$ cat config.mk
export PLATFORM = sky130hd
export DESIGN_NAME = plic_gateway
export DESIGN_NICKNAME = d
export VERILOG_FILES = /design/src/rtl/plic_gateway.sv
export SDC_FILE = /design/constraint.sdc
export NUM_CORES = 1
export LEC_CHECK = 0
export BUFFER_PORTS_ARGS = -buffer_cell sky130_fd_sc_hd__buf_2
export CORE_ASPECT_RATIO = 0.8
export CORE_UTILIZATION = 37
export DETAILED_ROUTE_END_ITERATION = 8
export SLEW_MARGIN = 20
export SYNTH_ARGS = -nofsm -noshare
export SYNTH_HDL_FRONTEND = slang
export SYNTH_SLANG_ARGS = --single-unit
$ cat constraint.sdc
create_clock -name clk -period 2.25 [get_ports clk]
set_input_delay 0.45 -clock clk [delete_from_list [all_inputs] [get_ports clk]]
set_output_delay 0.45 -clock clk [all_outputs]
set_load 0.02 [all_outputs]
$ cat src/rtl/plic_gateway.sv
// Interrupt gateway: synchronises raw device lines, applies polarity and level/edge
// triggering, and issues one PLIC request pulse per source until its claim/complete.
module plic_gateway #(
  parameter int NUM_SRC     = 31,
  parameter int SYNC_STAGES = 2
) (
  input  logic               clk,
  input  logic               resetn,
  input  logic [NUM_SRC:1]   irq_in,
  input  logic               complete_valid,
  input  logic [7:0]         complete_id,
  input  logic               valid,
  input  logic [7:0]         addr,
  input  logic [3:0]         wmask,
  input  logic [31:0]        wdata,
  output logic [31:0]        rdata,
  output logic               is_valid,
  output logic               ready,
  output logic [NUM_SRC:1]   interrupt_request
);

  typedef enum logic [1:0] {
    ST_IDLE = 2'd0,
    ST_FIRE = 2'd1,
    ST_WAIT = 2'd2
  } state_t;

  localparam logic [7:0] ADDR_TRIGGER  = 8'h00;
  localparam logic [7:0] ADDR_POLARITY = 8'h04;
  localparam logic [7:0] ADDR_LEVEL    = 8'h08;
  localparam logic [7:0] ADDR_INFLIGHT = 8'h0C;
  localparam logic [7:0] ADDR_EDGE_LAT = 8'h10;

  function automatic logic [31:0] byte_en(input logic [3:0] m);
    logic [31:0] r;
    r = 32'd0;
    for (int b = 0; b < 4; b++) begin
      r[b*8 +: 8] = {8{m[b]}};
    end
    return r;
  endfunction

  function automatic logic [31:0] widen(input logic [NUM_SRC:1] v);
    logic [31:0] r;
    r = 32'd0;
    r[NUM_SRC:1] = v;
    return r;
  endfunction

  logic [SYNC_STAGES-1:0][NUM_SRC:1] r_sync;
  logic [NUM_SRC:1] r_trigger;
  logic [NUM_SRC:1] r_polarity;
  logic [NUM_SRC:1] r_prev_act;
  logic [NUM_SRC:1] r_edge_lat;
  logic [NUM_SRC:1] r_req;
  logic             r_ready;
  state_t           r_state     [NUM_SRC:1];
  state_t           w_state_nxt [NUM_SRC:1];

  logic [NUM_SRC:1] w_act;
  logic [NUM_SRC:1] w_edge;
  logic [NUM_SRC:1] w_complete;
  logic [NUM_SRC:1] w_w1c;
  logic [NUM_SRC:1] w_trigger_nxt;
  logic [NUM_SRC:1] w_polarity_nxt;
  logic [NUM_SRC:1] w_edge_lat_nxt;
  logic [NUM_SRC:1] w_fire_nxt;
  logic [NUM_SRC:1] w_inflight;
  logic [31:0]      w_wm;
  logic             w_bus_wr;
  logic             w_unused;

  assign is_valid          = valid && !r_ready;
  assign ready             = r_ready;
  assign interrupt_request = r_req;
  assign w_bus_wr          = is_valid && (wmask != 4'd0);
  assign w_wm              = byte_en(wmask);
  assign w_act             = r_sync[SYNC_STAGES-1] ^ r_polarity;
  assign w_edge            = w_act & ~r_prev_act;
  assign w_unused          = ^(wdata & w_wm & ~widen({NUM_SRC{1'b1}}));

  // Byte-masked configuration writes and INFLIGHT write-1-to-clear strobes.
  always_comb begin
    w_trigger_nxt  = r_trigger;
    w_polarity_nxt = r_polarity;
    w_w1c          = '0;
    if (w_bus_wr && (addr == ADDR_TRIGGER)) begin
      w_trigger_nxt = (r_trigger & ~w_wm[NUM_SRC:1]) | (wdata[NUM_SRC:1] & w_wm[NUM_SRC:1]);
    end else begin
      w_trigger_nxt = r_trigger;
    end
    if (w_bus_wr && (addr == ADDR_POLARITY)) begin
      w_polarity_nxt = (r_polarity & ~w_wm[NUM_SRC:1]) | (wdata[NUM_SRC:1] & w_wm[NUM_SRC:1]);
    end else begin
      w_polarity_nxt = r_polarity;
    end
    if (w_bus_wr && (addr == ADDR_INFLIGHT)) begin
      w_w1c = wdata[NUM_SRC:1] & w_wm[NUM_SRC:1];
    end else begin
      w_w1c = '0;
    end
  end

  // Completion decode; id 0 and ids above NUM_SRC can never match a source.
  always_comb begin
    w_complete = '0;
    for (int k = 1; k <= NUM_SRC; k++) begin
      w_complete[k] = complete_valid && (complete_id == 8'(k));
    end
  end

  // Per-source next state and edge latch; a complete takes priority over a W1C.
  always_comb begin
    w_edge_lat_nxt = r_edge_lat;
    w_fire_nxt     = '0;
    w_inflight     = '0;
    for (int k = 1; k <= NUM_SRC; k++) begin
      w_state_nxt[k] = r_state[k];
      w_inflight[k]  = (r_state[k] == ST_WAIT);
      case (r_state[k])
        ST_IDLE: begin
          if (r_trigger[k] ? w_edge[k] : w_act[k]) begin
            w_state_nxt[k] = ST_FIRE;
          end else begin
            w_state_nxt[k] = ST_IDLE;
          end
        end
        ST_FIRE: begin
          w_state_nxt[k] = ST_WAIT;
        end
        ST_WAIT: begin
          if (w_complete[k]) begin
            if (r_trigger[k] && (r_edge_lat[k] || w_edge[k])) begin
              w_state_nxt[k] = ST_FIRE;
            end else begin
              w_state_nxt[k] = ST_IDLE;
            end
            w_edge_lat_nxt[k] = 1'b0;
          end else if (w_w1c[k]) begin
            w_state_nxt[k]    = ST_IDLE;
            w_edge_lat_nxt[k] = 1'b0;
          end else if (r_trigger[k] && w_edge[k]) begin
            w_edge_lat_nxt[k] = 1'b1;
          end else begin
            w_edge_lat_nxt[k] = r_edge_lat[k];
          end
        end
        default: begin
          w_state_nxt[k]    = ST_IDLE;
          w_edge_lat_nxt[k] = 1'b0;
        end
      endcase
      // A latch is only meaningful while the source is edge-triggered.
      w_edge_lat_nxt[k] = w_edge_lat_nxt[k] & w_trigger_nxt[k];
      w_fire_nxt[k]     = (w_state_nxt[k] == ST_FIRE);
    end
  end

  // Per-source FSM state register.
  always_ff @(posedge clk or negedge resetn) begin
    if (!resetn) begin
      for (int k = 1; k <= NUM_SRC; k++) begin
        r_state[k] <= ST_IDLE;
      end
    end else begin
      for (int k = 1; k <= NUM_SRC; k++) begin
        r_state[k] <= w_state_nxt[k];
      end
    end
  end

  // Synchronisers, configuration, latches, request pulses and bus acknowledge.
  always_ff @(posedge clk or negedge resetn) begin
    if (!resetn) begin
      r_sync     <= '0;
      r_trigger  <= '0;
      r_polarity <= '0;
      r_prev_act <= '0;
      r_edge_lat <= '0;
      r_req      <= '0;
      r_ready    <= 1'b0;
    end else begin
      r_sync[0] <= irq_in;
      for (int s = 1; s < SYNC_STAGES; s++) begin
        r_sync[s] <= r_sync[s-1];
      end
      r_trigger  <= w_trigger_nxt;
      r_polarity <= w_polarity_nxt;
      r_prev_act <= w_act;
      r_edge_lat <= w_edge_lat_nxt;
      r_req      <= w_fire_nxt;
      r_ready    <= is_valid;
    end
  end

  // Read mux, combinational from addr; unmapped offsets return zero.
  always_comb begin
    rdata = 32'd0;
    case (addr)
      ADDR_TRIGGER:  rdata = widen(r_trigger);
      ADDR_POLARITY: rdata = widen(r_polarity);
      ADDR_LEVEL:    rdata = widen(w_act);
      ADDR_INFLIGHT: rdata = widen(w_inflight);
      ADDR_EDGE_LAT: rdata = widen(r_edge_lat);
      default:       rdata = 32'd0;
    endcase
  end

endmodule

Word level (Yosys, flattened, before mapping) --
Cells that the tools add are included.
Operators by class: $add $sub $neg 0, $mul 0, divide/modulo/power cells 0, magnitude comparators 0, eq/ne operators 128, shifts and indexed selects 0, muxes and demuxes 313, bitwise gates (word level) 40, reductions and logical operators 194
Operators by type and width (count):
- $mux 1 | 186
- $pmux 2 s3 | 31
- $pmux 32 s5 | 1
- $eq 8x5->1 const B | 17
- $and 31x31->31 | 4
- $eq 2x1->1 const B | 62
- $mux 2 | 62
- $logic_and 1x1->1 | 98
- $eq 8x4->1 const B | 10
- $eq 2x2->1 const B | 31
- $logic_not 2->1 | 31
- $mux 31 | 2
- $not 31->31 | 2
- $or 31x31->31 | 2
- $pmux 1 s2 | 31
- $reduce_or 2->1 | 31
- $eq 8x3->1 const B | 5
- $and 1x1->1 | 31
- $logic_or 1x1->1 | 31
- $xor 31x31->31 | 1
- $eq 8x2->1 const B | 2
- $eq 8x1->1 const B | 1
- $logic_not 8->1 | 1
- $reduce_bool 4->1 | 1
- $logic_not 1->1 | 1
Storage, ports and cells: register bits 280, bits in latches 0, memory bits (writable) 0, ROM bits 0, output and inout bits 65, memories 0

Logic depth before layout (Yosys ltp) --
depth after elaboration 9, depth in mapped cells 7

Worst setup path after synthesis --
No wires, ideal clock.
kind input to output, from input port addr[1], to output port rdata[14], arrival time 2.195 ns, data required time 1.800 ns, setup slack -0.395 ns, stages on the path 5, cell sequence nor4_2 buf_4 nand3_1 clkbuf_1 o311ai_0
On the way: cells in the longest elaborated chain, start to end 2, elaborated cells on any way between the ends 6, classes of those cells eq/ne (4); mux (1); reduce/logical (1)
Ends and longest elaborated chain:
- start: declaration | RTL line 13 | input logic [7:0] addr,
- $eq 8x5->1 (tied with other cells) | RTL line 199 | case (addr)
- $pmux 32 s5 * | RTL line 199
- end: declaration | RTL line 16 | output logic [31:0] rdata,
Mark *: on every way between the ends. The rest lies on a longest branch, timed or not.

Final worst setup path --
from input port addr[1], to output port rdata[28]
Same word-level chain as after synthesis.

==> run metrics <==
CTS tree yes; Num Clock Sinks between 200 and 300; most used routing layer in global routing met1; crit path DAT 2.02 ns; worst min path class in -> reg; Netlist cell types 63; synthesis-to-finish area growth 33.40%; final setup vio count 31; placed cell area 0.01463 mm^2; vias per std cell 5.532; Synth top cells by count dfrtp_1 (280), nand2_1 (89), mux2_2 (77); Crit-path slowest cell or4_4; peak supply drop 0.4889 mV; GPL Wtd Cong 0.8305; top_reg_cell synth dfrtp_1; post-synthesis sequential area ratio 56.39%; Syn Nets 1153; Routed WL 36.88 mm; PortBufs 149; antenna violations before repair 6; clk_skew 0.009679 ns; # nets final 1423; clock slew at reported path FFs 0.06 ns; Slew Viols, Final 0; final setup margin -0.2211 ns; CP dominant cell by count buf_6; Post-DP HPWL 25.02 mm; outcome finished with violations; Fin. Hold Viols 0; YS warnings 0; worst endpoint required time 1.80 ns; Vert. Die Dim 165.9 um; crit path from addr[1]; R2R depth 6; row count 59; Post-synth ARST share 100.0%; post-synth top area cell dfrtp_1; latest clock arrival within the worst-skew pair 0.56 ns; clk buf depth 3; Initial Util 37.91%; share of cells above drive strength 1 34.83%; CP startpoint kind input pin; GRT Overall Usage 21.24%; pre-CTS setup slack -0.3396 ns; GR met3 Demand/Resource 4.533%; reg2reg start ready$_DFF_PN0_; Routed WL per cell 20.65 um; Static Leak 7.807 nW; Setup crit end rdata[28]; violated checks DRC, setup timing; top cells by area, synth dfrtp_1 (56%), mux2_2 (7.0%), mux2i_1 (2.8%); EDFF count, synth 0; average cell area after synthesis 11.66 um^2; Hold WS 0.1545 ns; Final Non-Filler Cells between 1.5k and 2k; Syn Inst Count 1066; reg2reg setup slack about 0.33 ns; Seq cells post-synth 280; post-route cell area 0.01657 mm^2; CP peak stage delay 0.57 ns; worst reg2reg endpoint r_edge_lat[23]$_DFF_PN0_; CP Cell Sequence buf_6, or4_4, nor3_4, buf_6, buf_16, a221o_1, buf_6; worst-path fanout max 8; top cell type's share of synthesized area 56.39%; utilization after layout between 50% and 60%; dpl cells ~1.7k; CTS Buf Count 29; root buffer cell clkbuf_16; minimum clock period after layout 2.471 ns; crit path capture type primary output; first-pass GRT wire length about 56 mm; Congestion Overflow GR 0; RSZ-0062 raised after global routing true; Initial DRC Count around 770; vias in the first global route 9781; DIE AREA 0.03432 mm^2; MaxCap Viol Count 0; H-tree depth 1; # IOs 152; die span in x 206.9 um; CORE AREA between 0.03 and 0.04 mm^2; antenna-violating nets left 0; Tcrit/Tclk final 109.8%; f_max 0.4047 GHz; via total after detailed routing 9880; GR Util met1 between 30% and 40%; DRC viols 9; synthesized area 0.01242 mm^2; Setup CP Type in -> out; largest net degree at the start of global routing 60; most common cell in the netlist dfrtp_1; GR Util met2 31.33%; pwr dens ~840 mW/mm^2; number of detailed-route iterations in the first pass 7
## per-stage QoR
stage	TNS, ns	power (W)
floorplan	-0.1302	0.007939
global placement	-13.79	0.008795
detailed placement	-15.18	0.008866
CTS	-4.960	0.01403
global route	-6.247	0.01462
finish	-5.117	0.01395
## placed cells by master (no fill, tap or decap), types with 34 or more instances in the layout
| cell type | Yosys | layout |
|---|---|---|
| mux2i_1 | 35 | 35 |
| o22ai_1 | 34 | 34 |
| nor2_1 | 40 | 40 |
| inv_1 | 65 | 65 |
| a21oi_1 | 62 | 62 |
| nand2_1 | 89 | 71 |
| buf_4 | 2 | 65 |
| buf_6 | 2 | 41 |
| dfrtp_1 | 280 | 280 |
| mux2_2 | 77 | 77 |
| buf_2 | 8 | 115 |
## cells by family after synthesis
| kind of cell | count (synthesis) | share of synthesized area [%] |
|---|---|---|
| AO/OA/AOI/OAI | 268 | 15.90 |
| XOR/XNOR | 31 | 2.185 |
| buffers and inverters | 104 | 3.404 |
| flip-flops | 280 | 56.39 |
| multiplexers | 113 | 9.889 |
| other | 1 | 0.03018 |
| AND/OR/NAND/NOR | 269 | 12.20 |
## worst max-delay path, delay by kind of cell
| kind | cells | cell delay [ns] |
|---|---|---|
| simple gates | 2 | 0.78 |
| compound gates | 1 | 0.22 |
| buf+inv | 4 | 0.57 |
## area by class of cell
cell class	instances	area, um^2
Timing Repair Buffer	278	2356
Clock buffer	40	857.1
Sequential cell	280	7007
Tap cell	427	534.3
Inverter	65	244.0
Antenna cell	1	2.502
Clock inverter	13	151.4
Fill cell	2970	16200
Multi-Input combinational cell	682	5423
## repair_timing
item	4_1_cts	5_1_grt
hold endpoints to repair	79	1
gates cloned	3	2
endpoints found under the setup margin	31	31
buffers inserted	5	0
gates resized for setup	89	37
pin swaps	3	19
hold buffers	31	1
## report_power, final
group | total [W] | internal (W) | leakage (nW) | switching, W
combinational | 0.00249 | 0.00104 | 3.74 | 0.00144
sequential | 0.00642 | 0.00574 | 3.57 | 0.000671
clock | 0.00505 | 0.00300 | 0.495 | 0.00205
## worst min path at each step
stage,startpoint,endpoint,slack (ns),depth (start not counted)
2_1_floorplan,resetn,async pin,0.15,0
3_3_place_gp,r_sync[30]$_DFF_PN0_,r_sync[61]$_DFF_PN0_,0.33,0
3_5_place_dp,r_sync[2]$_DFF_PN0_,r_sync[33]$_DFF_PN0_,0.33,0
4_1_cts,irq_in[27],r_sync[26]$_DFF_PN0_,0.002,1
5_1_grt,wdata[26],r_trigger[26]$_DFF_PN0_,0.15,3
6_report,wdata[26],r_trigger[26]$_DFF_PN0_,0.15,3
## per-layer routing
| metal | wire length, um | share of wire [%] |
|---|---|---|
| met5 | 61 | 0.17 |
| met4 | 757 | 2.1 |
| met3 | 2133 | 5.8 |
| met2 | 16390 | 44 |
| met1 | 17530 | 48 |
(Power assumes the default switching activity.)
